`src/rtl/ram_be_pkg.sv`:
```
// rtl/ram_be_pkg.sv - shared types and helpers for the byte-enable synchronous RAM
package ram_be_pkg;

    typedef enum logic {
        ST_IDLE,
        ST_CLEAR
    } state_t;

    localparam int BYTE_W = 8;

    function automatic int lanes(input int width);
        return width / BYTE_W;
    endfunction

endpackage

```
`src/rtl/ram_be_clear_seq.sv`:
```
// rtl/ram_be_clear_seq.sv - clear sequencer that walks every word after reset or on request
module ram_be_clear_seq
    import ram_be_pkg::*;
#(
    parameter int DEPTH  = 32,
    parameter int ADDR_W = $clog2(DEPTH)
) (
    input  logic              clk,
    input  logic              rst,
    input  logic              clr,
    output logic              busy,
    output logic              clr_we,
    output logic [ADDR_W-1:0] clr_addr
);

    localparam logic [ADDR_W-1:0] LAST = ADDR_W'(DEPTH - 1);

    state_t            state, state_nxt;
    logic [ADDR_W-1:0] ptr, ptr_nxt;

    always_ff @(posedge clk) begin
        if (rst) begin
            state <= ST_CLEAR;
            ptr   <= '0;
        end else begin
            state <= state_nxt;
            ptr   <= ptr_nxt;
        end
    end

    // Exit on the last word so the pointer never needs to wrap.
    always_comb begin
        state_nxt = state;
        ptr_nxt   = ptr;
        case (state)
            ST_IDLE: begin
                if (clr) begin
                    state_nxt = ST_CLEAR;
                    ptr_nxt   = '0;
                end
            end
            ST_CLEAR: begin
                if (ptr == LAST) begin
                    state_nxt = ST_IDLE;
                end else begin
                    ptr_nxt = ptr + 1'b1;
                end
            end
            default: state_nxt = ST_CLEAR;
        endcase
    end

    assign busy     = (state == ST_CLEAR);
    assign clr_we   = busy;
    assign clr_addr = ptr;

endmodule

```
`src/rtl/ram_be_sync.sv`:
```
// rtl/ram_be_sync.sv - byte-enable sync RAM with clear sequencer; RAM_BE_SYNC_PARITY_EN adds per-byte parity
module ram_be_sync
    import ram_be_pkg::*;
#(
    parameter int WIDTH  = 32,
    parameter int DEPTH  = 32,
    parameter int ADDR_W = $clog2(DEPTH)
) (
    input  logic                    clk,
    input  logic                    rst,
    input  logic                    en,
    input  logic [WIDTH/BYTE_W-1:0] we,
    input  logic [ADDR_W-1:0]       addr,
    input  logic [WIDTH-1:0]        D,
    output logic [WIDTH-1:0]        Q,
    input  logic                    clr,
    output logic                    busy
`ifdef RAM_BE_SYNC_PARITY_EN
    ,
    output logic                    perr
`endif
);

    localparam int LANES = lanes(WIDTH);

    logic [WIDTH-1:0]  mem [DEPTH];
    logic              clr_we;
    logic [ADDR_W-1:0] clr_addr;

    ram_be_clear_seq #(
        .DEPTH  (DEPTH),
        .ADDR_W (ADDR_W)
    ) u_clear_seq (
        .clk      (clk),
        .rst      (rst),
        .clr      (clr),
        .busy     (busy),
        .clr_we   (clr_we),
        .clr_addr (clr_addr)
    );

    // The clear write owns the array while busy, so user writes only land in IDLE.
    always_ff @(posedge clk) begin
        if (clr_we) begin
            mem[clr_addr] <= '0;
        end else if (en) begin
            for (int i = 0; i < LANES; i++) begin
                if (we[i]) begin
                    mem[addr][i*BYTE_W +: BYTE_W] <= D[i*BYTE_W +: BYTE_W];
                end
            end
        end
    end

    // Nonblocking array update makes same-address read-during-write read-first.
    always_ff @(posedge clk) begin
        if (rst) begin
            Q <= '0;
        end else if (en && !busy) begin
            Q <= mem[addr];
        end
    end

`ifdef RAM_BE_SYNC_PARITY_EN
    logic [LANES-1:0] par_mem [DEPTH];
    logic [LANES-1:0] rd_par;

    always_ff @(posedge clk) begin
        if (clr_we) begin
            par_mem[clr_addr] <= '0;
        end else if (en) begin
            for (int i = 0; i < LANES; i++) begin
                if (we[i]) begin
                    par_mem[addr][i] <= ^D[i*BYTE_W +: BYTE_W];
                end
            end
        end
    end

    always_comb begin
        rd_par = '0;
        for (int i = 0; i < LANES; i++) begin
            rd_par[i] = ^mem[addr][i*BYTE_W +: BYTE_W];
        end
    end

    always_ff @(posedge clk) begin
        if (rst) begin
            perr <= 1'b0;
        end else if (en && !busy) begin
            perr <= |(rd_par ^ par_mem[addr]);
        end else begin
            perr <= 1'b0;
        end
    end
`endif

endmodule

```
`config.mk`:
```
export PLATFORM = sky130hd
export DESIGN_NAME = ram_be_sync
export DESIGN_NICKNAME = d
export VERILOG_FILES = /design/src/rtl/ram_be_pkg.sv /design/src/rtl/ram_be_clear_seq.sv /design/src/rtl/ram_be_sync.sv
export SDC_FILE = /design/constraint.sdc
export NUM_CORES = 1
export LEC_CHECK = 0
export ABC_AREA = 1
export ABC_CLOCK_PERIOD_IN_PS = 2600
export BUFFER_PORTS_ARGS = -buffer_cell sky130_fd_sc_hd__buf_2
export CORE_MARGIN = 4
export CORE_UTILIZATION = 40
export CTS_BUF_LIST = sky130_fd_sc_hd__clkbuf_8 sky130_fd_sc_hd__clkbuf_16
export DETAILED_ROUTE_END_ITERATION = 7
export GPL_ROUTABILITY_DRIVEN = 0
export MAX_ROUTING_LAYER = met4
export PLACE_DENSITY = 0.51
export SKIP_LAST_GASP = 1
export SYNTH_ARGS = -nofsm -noshare
export SYNTH_HDL_FRONTEND = slang
export SYNTH_SLANG_ARGS = --single-unit
```
`constraint.sdc`:
```
create_clock -name clk -period 2.6 [get_ports clk]
set_input_delay 0.13 -clock clk [delete_from_list [all_inputs] [get_ports clk]]
set_output_delay 0.13 -clock clk [all_outputs]
set_load 0.05 [all_outputs]
```
Word level (Yosys, flattened, before mapping)

Memories as Yosys holds them, arrays and structs flattened. A register that Yosys moved wholly into a read port is not among the register bits.
Cells that the tools add are included.

Flip-flop bits (word level): 6
RAM bits: 1024
Bits of input ports: 45
Output and inout port bits: 33
Word-level logic and storage cells: 39
Memories kept: 1

Add/sub/neg operators: 1
Equality and inequality tests: 3
Multiplexer cells: 27
Bitwise operators: 1
Reductions and logical operators: 4

Memories:

| memory | words | bits a word | read ports | clocked after memory_dff | write ports | RTL line          | source |
|---|---|---|---|---|---|---|---|
| mem    | 32    | 32          | 1          | 1                        | 1           | ram_be_sync.sv:26 | `logic [WIDTH-1:0] mem [DEPTH];` |

Operators with widths:

| operator                                     | count |
|---|---|
| two-way mux 32 bit                           | 1 |
| OR reduction 32 bit                          | 1 |
| two-way mux 1 bit                            | 20 |
| two-way mux 5 bit                            | 3 |
| case mux 5 bit (2 select lines)              | 1 |
| adder 5 x 1 -> 5 bit, second input constant  | 1 |
| equality test 5 bit, second input constant   | 1 |
| two-way mux 4 bit                            | 1 |
| inequality test 2 bit, second input constant | 2 |
| case mux 1 bit (2 select lines)              | 1 |
| AND reduction 2 bit                          | 1 |
| logical AND 1 bit                            | 1 |
| zero test 1 bit                              | 1 |
| inverter 1 bit                               | 1 |

Depth between registers and ports, before layout

Gate-level depths: netlist of the first run.

Word-level depth: 6
Gate-level depth with buffers: 12
Depth with buffers taken out: 10

Hierarchy

Synthesis of the first run repeated with hierarchy kept, for this count alone.

Cells, all modules: 3813
Area, all modules: 43644.4 µm²

Modules (own cells, without submodules):

| module           | times used | cells an instance | area an instance (µm²) | sequential area each (µm²) |
|---|---|---|---|---|
| ram_be_sync      | 1          | 3771              | 43306.5                | 31390.1 |
| ram_be_clear_seq | 1          | 42                | 337.8                  | 120.1 |

Worst setup path before layout of the first run

No wires, ideal clock.

Path kind: reg-to-reg
From: register u_clear_seq.state (netlist: u_clear_seq.busy)
To: memory mem[0][16], enable pin
Library setup time: 383 ps
Arrival time: 2194 ps
Data required time: 2217 ps
Path slack: 22 ps
Stages on the path, launching flop included: 9
Path buffers: 2
Period minus slack after synthesis: 2578 ps
Cell sequence: dfxtp_1 -> nor2_4 -> nand2_4 -> buf_6 -> nand2_1 -> o21ai_2 -> nand2_1 -> buf_4 -> nor3_1

Word-level cells in the longest chain between the ends: 4
Elaborated cells between the ends (all ways): 13
Those cells by class: mux: 12; reduce/logical: 1

Ends and longest elaborated chain:

| what                                                                    | RTL line               | source |
|---|---|---|
| start, declared                                                         | ram_be_clear_seq.sv:18 | `state_t state, state_nxt;` |
| start signal, assigned                                                  | ram_be_clear_seq.sv:26 | `state <= state_nxt;` |
| two-way mux 1 bit                                                       | ram_be_sync.sv:44      | `if (clr_we) begin` |
| two-way mux 1 bit (implied by the code)                                 | ram_be_sync.sv:49      | `mem[addr][i*BYTE_W +: BYTE_W] <= D[i*BYTE_W +: BYTE_W];` |
| OR reduction 32 bit (no line)                                           | n/a                    |  |
| two-way mux 5 bit (no line) / two-way mux 4 bit (equally long branches) | n/a                    |  |
| end, declared                                                           | ram_be_sync.sv:26      |  |

Parallel ways exist; a longest one is shown, timed or not.

Worst setup path in the final report of the first run

From: register u_clear_seq.state (netlist: u_clear_seq.busy)
To: memory mem[31][11], enable pin

Same word-level chain as after synthesis.

==> results of run 1 <==
==> per-layer routing <==
layer | up-vias | GRT usage (%)
li1 | 13645 | -
met1 | 14301 | 31.2
met2 | 789 | 34.5
met3 | 183 | 2.77
met4 | 0 | 5.12
met5 | - | -
==> power by group <==
part           switching [uW]  internal (uW)
sequential               39.9          18700
clock                    6630          10000
combinational            1550            605
total                    8210          29300
==> cells by family after synthesis <==
kind of cell / Yosys count
buffers and inverters: 317
flip-flops: 1062
adder cells (fa/ha/maj): 2
AO/OA/AOI/OAI: 80
AND/OR/NAND/NOR: 2343
==> per-stage QoR <==
| stage | power [uW] | util (%) | std cells | setup slack, ps | hold WS [ps] |
|---|---|---|---|---|---|
| 2_1_floorplan | 20400 | - | 3804 | 22.4 | 209 |
| 4_1_cts | 37900 | 46.7 | 5464 | 1.82 | 13.6 |
| 3_3_place_gp | 21200 | 43.1 | 5248 | -37.7 | 449 |
| 5_1_grt | 38800 | 46.7 | 5464 | 2.01 | 22.3 |
| 3_5_place_dp | 21200 | 43.1 | 5248 | 27.1 | 452 |
| 6_report | 37500 | 46.7 | 5465 | 61.8 | 18.3 |
==> cell type report <==
cell class / instances / area (sq um)
Clock inverter: 95 / 946
Clock buffer: 118 / 2920
Tap cell: 1414 / 1770
Sequential cell: 1062 / 31500
Multi-Input combinational cell: 2425 / 11000
Antenna cell: 1 / 2.50
Fill cell: 9942 / 58000
Inverter: 53 / 216
Timing Repair Buffer: 297 / 2430
==> worst paths after layout <==
kind / slack (ps) / cells past startpoint / startpoint / endpoint
worst max-delay path: 60 / 9 / u_clear_seq.busy / mem[31][11]
worst min-delay path: 20 / 3 / D[20] / mem[12][20]
worst max register to register: 60 / 9 / u_clear_seq.busy / mem[31][11]
worst min register to register: 500 / 1 / u_clear_seq.clr_addr[0] / u_clear_seq.clr_addr[0]
==> synth_stat cells <==
library cell / instances
a21oi_1: 38
nor2_4: 1
nor3_1: 51
inv_1: 44
nor2_2: 3
edfxtp_1: 1024
buf_1: 27
nor2_1: 37
clkinv_1: 1
nor3_2: 80
ha_1: 2
nand2_1: 1326
o21ai_0: 36
buf_4: 14
nand2_2: 10
clkbuf_1: 113
buf_6: 1
dfxtp_1: 38
nand2_4: 1
a221oi_1: 1
buf_2: 109
o21ai_2: 5
nand3_1: 834
inv_2: 8
==> timing repair <==
| item | 4_1_cts | 5_1_grt |
|---|---|---|
| hold endpoints to repair | 15 | 0 |
| gates resized for setup | 0 | 1 |
| setup endpoints to repair | 0 | 8 |
| hold buffers | 3 | 0 |
| setup buffers | 0 | 0 |
==> state kept, by name, indices dropped and copies added, names as in the netlist <==
register	cells
u_clear_seq.clr_addr	5
mem	1024
Q	32
u_clear_seq.busy	1
==> critical path: stages, from the launching register on <==
cell,delay (ps)
dfxtp_1,330
nor2_4,140
nand2_4,170
nand2_1,120
o21ai_2,80
nor2_1,260
nand2_4,230
buf_4,250
nor3_1,380
buf_4,260
==> impl_metrics.env, run 1 <==
export IMPL_drtIter0Drc=2624
export IMPL_vias=28918
export IMPL_dieHeight_microns=339
export IMPL_ir_worst_vdd_mv=0.484
export IMPL_post_dp_hpwl_mm=74.2
export IMPL_yosys_warnings=0
export IMPL_viasPerCell=5.29
export IMPL_grt_max_degree=129
export IMPL_synth_top_area_cell="edfxtp_1"
export IMPL_ant_nets=0
export IMPL_grt_usage_pct=22.1
export IMPL_setup_worst_path_start_class="flip-flop"
export IMPL_numCtsBuffers=112
export IMPL_min_period_ps=2540
export IMPL_drive_gt1_share_pct=15.0
export IMPL_finalHoldViolations=0
export IMPL_wire_per_inst_microns=23.0
export IMPL_fin_worst_skew_ps=22.8
export IMPL_layout_common_cells="nand2_1, edfxtp_1, nand3_1, buf_4, clkbuf_16"
export IMPL_gr_total_overflow=0
export IMPL_synthAdderAreaFrac_pct=0.0571
export IMPL_drc=0
export IMPL_top_layer_used="met4"
export IMPL_avgSynthCellArea_sq_um=11.5
export IMPL_final_net_count=3998
export IMPL_ys_seq_area_share_pct=72.0
export IMPL_netlist_instances=3804
export IMPL_cts_path_max_buffers=3
export IMPL_cts_sinks=1062
export IMPL_hold_path_class="primary input to flip-flop"
export IMPL_synth_top_family_by_area="simple AND/OR/NAND/NOR gates"
export IMPL_cts_root_buf="clkbuf_16"
export IMPL_worstSetupPathType="flip-flop to flip-flop"
export IMPL_relSlewSlack_pct=34.6
export IMPL_design_core_area_sq_um=109000
export IMPL_syn_nets=3851
export IMPL_worstMarginPinSlew_ps=980
export IMPL_grt_pass1_vias=28344
export IMPL_clkTransAtPathRegs_ps=60
export IMPL_synth_cell_types=24
export IMPL_finalMaxSlewViolations=0
export IMPL_synth_compound_area_share_pct=0.966
export IMPL_syn_area_sq_um=43800
export IMPL_synth_area_top_cells="edfxtp_1, nand2_1, nand3_1, nor3_2, dfxtp_1"
export IMPL_status="complete, no violations"
export IMPL_drt_pass1_iter_count=5
export IMPL_power_density_nw_per_um2=738
export IMPL_cp_max_fo=13
export IMPL_fin_tns_setup_ps=0
export IMPL_finalCritPeriodShare_pct=97.6
export IMPL_dieArea_sq_um=115000
export IMPL_insertion_delay_ps=690
export IMPL_synth_area_mux_share_pct=0
export IMPL_synthXorXnorAreaFrac_pct=0
export IMPL_tritoncts="yes"
export IMPL_io_pins=78
export IMPL_num_rows=121
export IMPL_worstPathRequired_ps=2980
export IMPL_setup_viol=0
export IMPL_grt_pass1_wl_mm=186
export IMPL_met2_length_mm=58.5
export IMPL_drv_cap=0
export IMPL_syn2layout_area_growth_pct=16.1
export IMPL_layout_commonest_cell="nand2_1"
export IMPL_antenna_found_initial=1
export IMPL_totalWireLength_mm=126
export IMPL_final_cell_area_sq_um=50800
export IMPL_initial_core_util_pct=40.2
export IMPL_place_area_sq_um=46900
export IMPL_wl_met3_mm=6.06
export IMPL_critical_path_arrival_ps=2920
export IMPL_yosysTopAreaCellShare_pct=70.2
export IMPL_ys_seq_elements=1062
export IMPL_die_w_microns=339
export IMPL_yosys_area_share_simple_pct=23.9
export IMPL_portBuffers=77
export IMPL_h_tree_depth=3
export IMPL_end_kind="flip-flop"
export IMPL_rsz0062_at_grt="false"
export IMPL_fmax_ghz=0.394
export IMPL_p_leak_uw=0.0190
export IMPL_wl_met1_mm=58.3
No activity file was read; power rests on OpenSTA's default activity.
==> run 2, diff against run 1 <==
--- a/config.mk
+++ b/config.mk
@@ -18,4 +18,5 @@
 export SKIP_LAST_GASP = 1
 export SYNTH_ARGS = -nofsm -noshare
 export SYNTH_HDL_FRONTEND = slang
+export SYNTH_HIERARCHICAL = 1
 export SYNTH_SLANG_ARGS = --single-unit
==> impl_metrics.env, run 2 <==
export IMPL_wire_per_inst_microns=22.5
export IMPL_setup_worst_path_start_class="flip-flop"
export IMPL_synth_area_top_cells="edfxtp_1, nand2_1, nand3_1, dfxtp_1, buf_2"
export IMPL_synth_edf_count=1024
export IMPL_totalWireLength_mm=123
export IMPL_gr_total_overflow=0
export IMPL_design_core_area_sq_um=108000
export IMPL_post_dp_hpwl_mm=72.4
export IMPL_crit_family="simple AND/OR/NAND/NOR gates"
export IMPL_syn2layout_area_growth_pct=16.2
export IMPL_ant_nets=0
export IMPL_fin_tns_setup_ps=0
export IMPL_insertion_delay_ps=680
export IMPL_finalMaxSlewViolations=0
export IMPL_drtIter0Drc=2617
export IMPL_rsz0062_at_grt="false"
export IMPL_layout_common_cells="nand2_1, edfxtp_1, nand3_1, buf_4, clkbuf_16"
export IMPL_clkTransAtPathRegs_ps=60
export IMPL_relSlewSlack_pct=32.9
export IMPL_synth_cell_types=27
export IMPL_io_pins=78
export IMPL_cp_num_buf_inv=1
export IMPL_dieHeight_microns=338
export IMPL_drive_gt1_share_pct=15.5
export IMPL_largest_reg_flops=1024
export IMPL_multi_input_area_sq_um=11100
export IMPL_worstMarginPinSlew_ps=1000
export IMPL_slowest_delay_ps=660
export IMPL_initial_core_util_pct=40.5
export IMPL_cts_setup_buffers=0
export IMPL_layout_commonest_cell="nand2_1"
export IMPL_finalCritPeriodShare_pct=91.8
export IMPL_yosysTopAreaCellShare_pct=70.5
export IMPL_yosys_warnings=6
export IMPL_seq_area_sq_um=31500
export IMPL_yosysMostFrequentCell="nand2_1"
export IMPL_async_reset_ff_share_pct=0
export IMPL_critical_path_arrival_ps=2690
export IMPL_cp_slowest_cell="nor3_2"
export IMPL_fin_util_pct=47.1
export IMPL_power_density_nw_per_um2=712
export IMPL_grt_usage_pct=21.8
export IMPL_finalHoldViolations=0
export IMPL_die_w_microns=338
export IMPL_worstPathRequired_ps=2910
export IMPL_netlist_instances=3813
export IMPL_regMostFlops="mem"
export IMPL_syn_area_sq_um=43600
export IMPL_vias=28678
export IMPL_ir_worst_vdd_mv=0.497
export IMPL_numCtsBuffers=111
export IMPL_h_tree_depth=3
export IMPL_dieArea_sq_um=114000
export IMPL_grt_pass1_vias=28286
export IMPL_avgSynthCellArea_sq_um=11.4
export IMPL_hold_path_class="primary input to flip-flop"
export IMPL_fillers=9727
export IMPL_cts_sinks=1062
export IMPL_min_period_ps=2390
export IMPL_end_kind="flip-flop"
export IMPL_portBuffers=77
export IMPL_p_total_uw=36100
export IMPL_cp_max_fo=12
export IMPL_cts_root_buf="clkbuf_16"
export IMPL_viasPerCell=5.25
export IMPL_drc=0
export IMPL_ys_seq_area_share_pct=72.2
export IMPL_num_rows=120
export IMPL_worstPathCellList="nor2_4, nand2_4, o21ai_2, inv_2, nor2_2, nand2_2, nor3_2"
export IMPL_worstSetupPathType="flip-flop to flip-flop"
export IMPL_final_net_count=4020
export IMPL_tritoncts="yes"
export IMPL_ys_flop_type="edfxtp_1"
export IMPL_setup_viol=0
export IMPL_p_leak_uw=0.0192
export IMPL_grt_pass1_wl_mm=184
export IMPL_cts_path_max_buffers=3
export IMPL_drt_pass1_iter_count=5
export IMPL_status="complete, no violations"
export IMPL_syn_nets=3860
export IMPL_grt_max_degree=129
export IMPL_fin_worst_skew_ps=23.1
export IMPL_fmax_ghz=0.419
export IMPL_ys_seq_elements=1062
export IMPL_drv_cap=0
export IMPL_synth_top_area_cell="edfxtp_1"
export IMPL_yosys_top_cells_count="nand2_1, edfxtp_1, nand3_1, clkbuf_1, buf_2"
export IMPL_antenna_found_initial=0
run 2: cell count changes after synthesis, moves of 2 or more:
| cell | previous run | this run |
|---|---|---|
| buf_2 | 109 | 102 |
| nand3_1 | 834 | 837 |
| nor3_1 | 51 | 91 |
| clkbuf_1 | 113 | 119 |
| buf_1 | 27 | 32 |
| nor3_2 | 80 | 38 |
| inv_2 | 8 | 11 |
| nand2_1 | 1326 | 1323 |
| o21ai_0 | 36 | 33 |
| o21ai_2 | 5 | 7 |
| nor2_1 | 37 | 40 |
| buf_4 | 14 | 10 |
run 2: worst paths after layout:
kind,slack [ps],cells after the start,to,start
setup / recovery,210,7,mem[12][10],u_clear_seq/busy
hold / removal,60,4,Q[25],en
setup reg to reg,210,7,mem[12][10],u_clear_seq/busy
hold reg to reg,500,2,u_clear_seq/clr_addr[4],u_clear_seq/clr_addr[4]
run 2: logic make-up (layout without fill, tap and decap cells):
logic type | after synthesis | after routing | share of synthesized area [%]
other cells | 0 | 1 | 0
simple gates | 2348 | 2348 | 23.6
fa+ha+maj | 2 | 2 | 0.0573
compound gates | 81 | 81 | 1.03
buf+inv | 320 | 565 | 3.15
flops | 1062 | 1062 | 72.2
run 2: tightest hold or removal path, stage by stage:
cell	delay, ps
buf_2	160
inv_2	110
nor2_4	120
a21oi_1	150
run 2: final cells by class:
cell class / count / share of cell area (%)
timing repair buffer: 311 / 5.14
clock inverter: 85 / 1.30
multi-input combinational: 2431 / 22.0
tap: 1403 / 3.46
clock buffer: 113 / 5.57
inverter: 56 / 0.449
sequential: 1062 / 62.1
antenna: 1 / 0.00493
run 2: what timing repair did:
item / CTS / global route
resized for setup: 0 / 0
hold buffers: 4 / 0
endpoints found under the setup margin: 0 / 0
endpoints found under the hold margin: 7 / 0
run 2: per-layer routing:
metal	up-vias	share of wire [%]	track usage, %
li1	13676	-	-
met1	13995	46	30.9
met2	826	46	33.7
met3	181	5.2	2.69
met4	0	2.2	5.48
met5	-	0	-
run 2: stage by stage:
| stage | hold slack (ps) | instance area, sq um | setup WS, ps | cells |
|---|---|---|---|---|
| floorplan | 292 | 43900 | -147 | 3813 |
| global placement | 479 | 47200 | -411 | 5259 |
| detailed placement | 482 | 47200 | -21.6 | 5259 |
| CTS | 17.2 | 50700 | 51.8 | 5461 |
| global route | 63.7 | 50700 | 66.5 | 5461 |
| finish | 62.5 | 50700 | 214 | 5462 |
run 2: where the power goes:
group | switching, uW | internal (uW)
clock | 6440 | 8890
sequential | 38.0 | 18700
combinational | 1500 | 612
total | 7980 | 28200
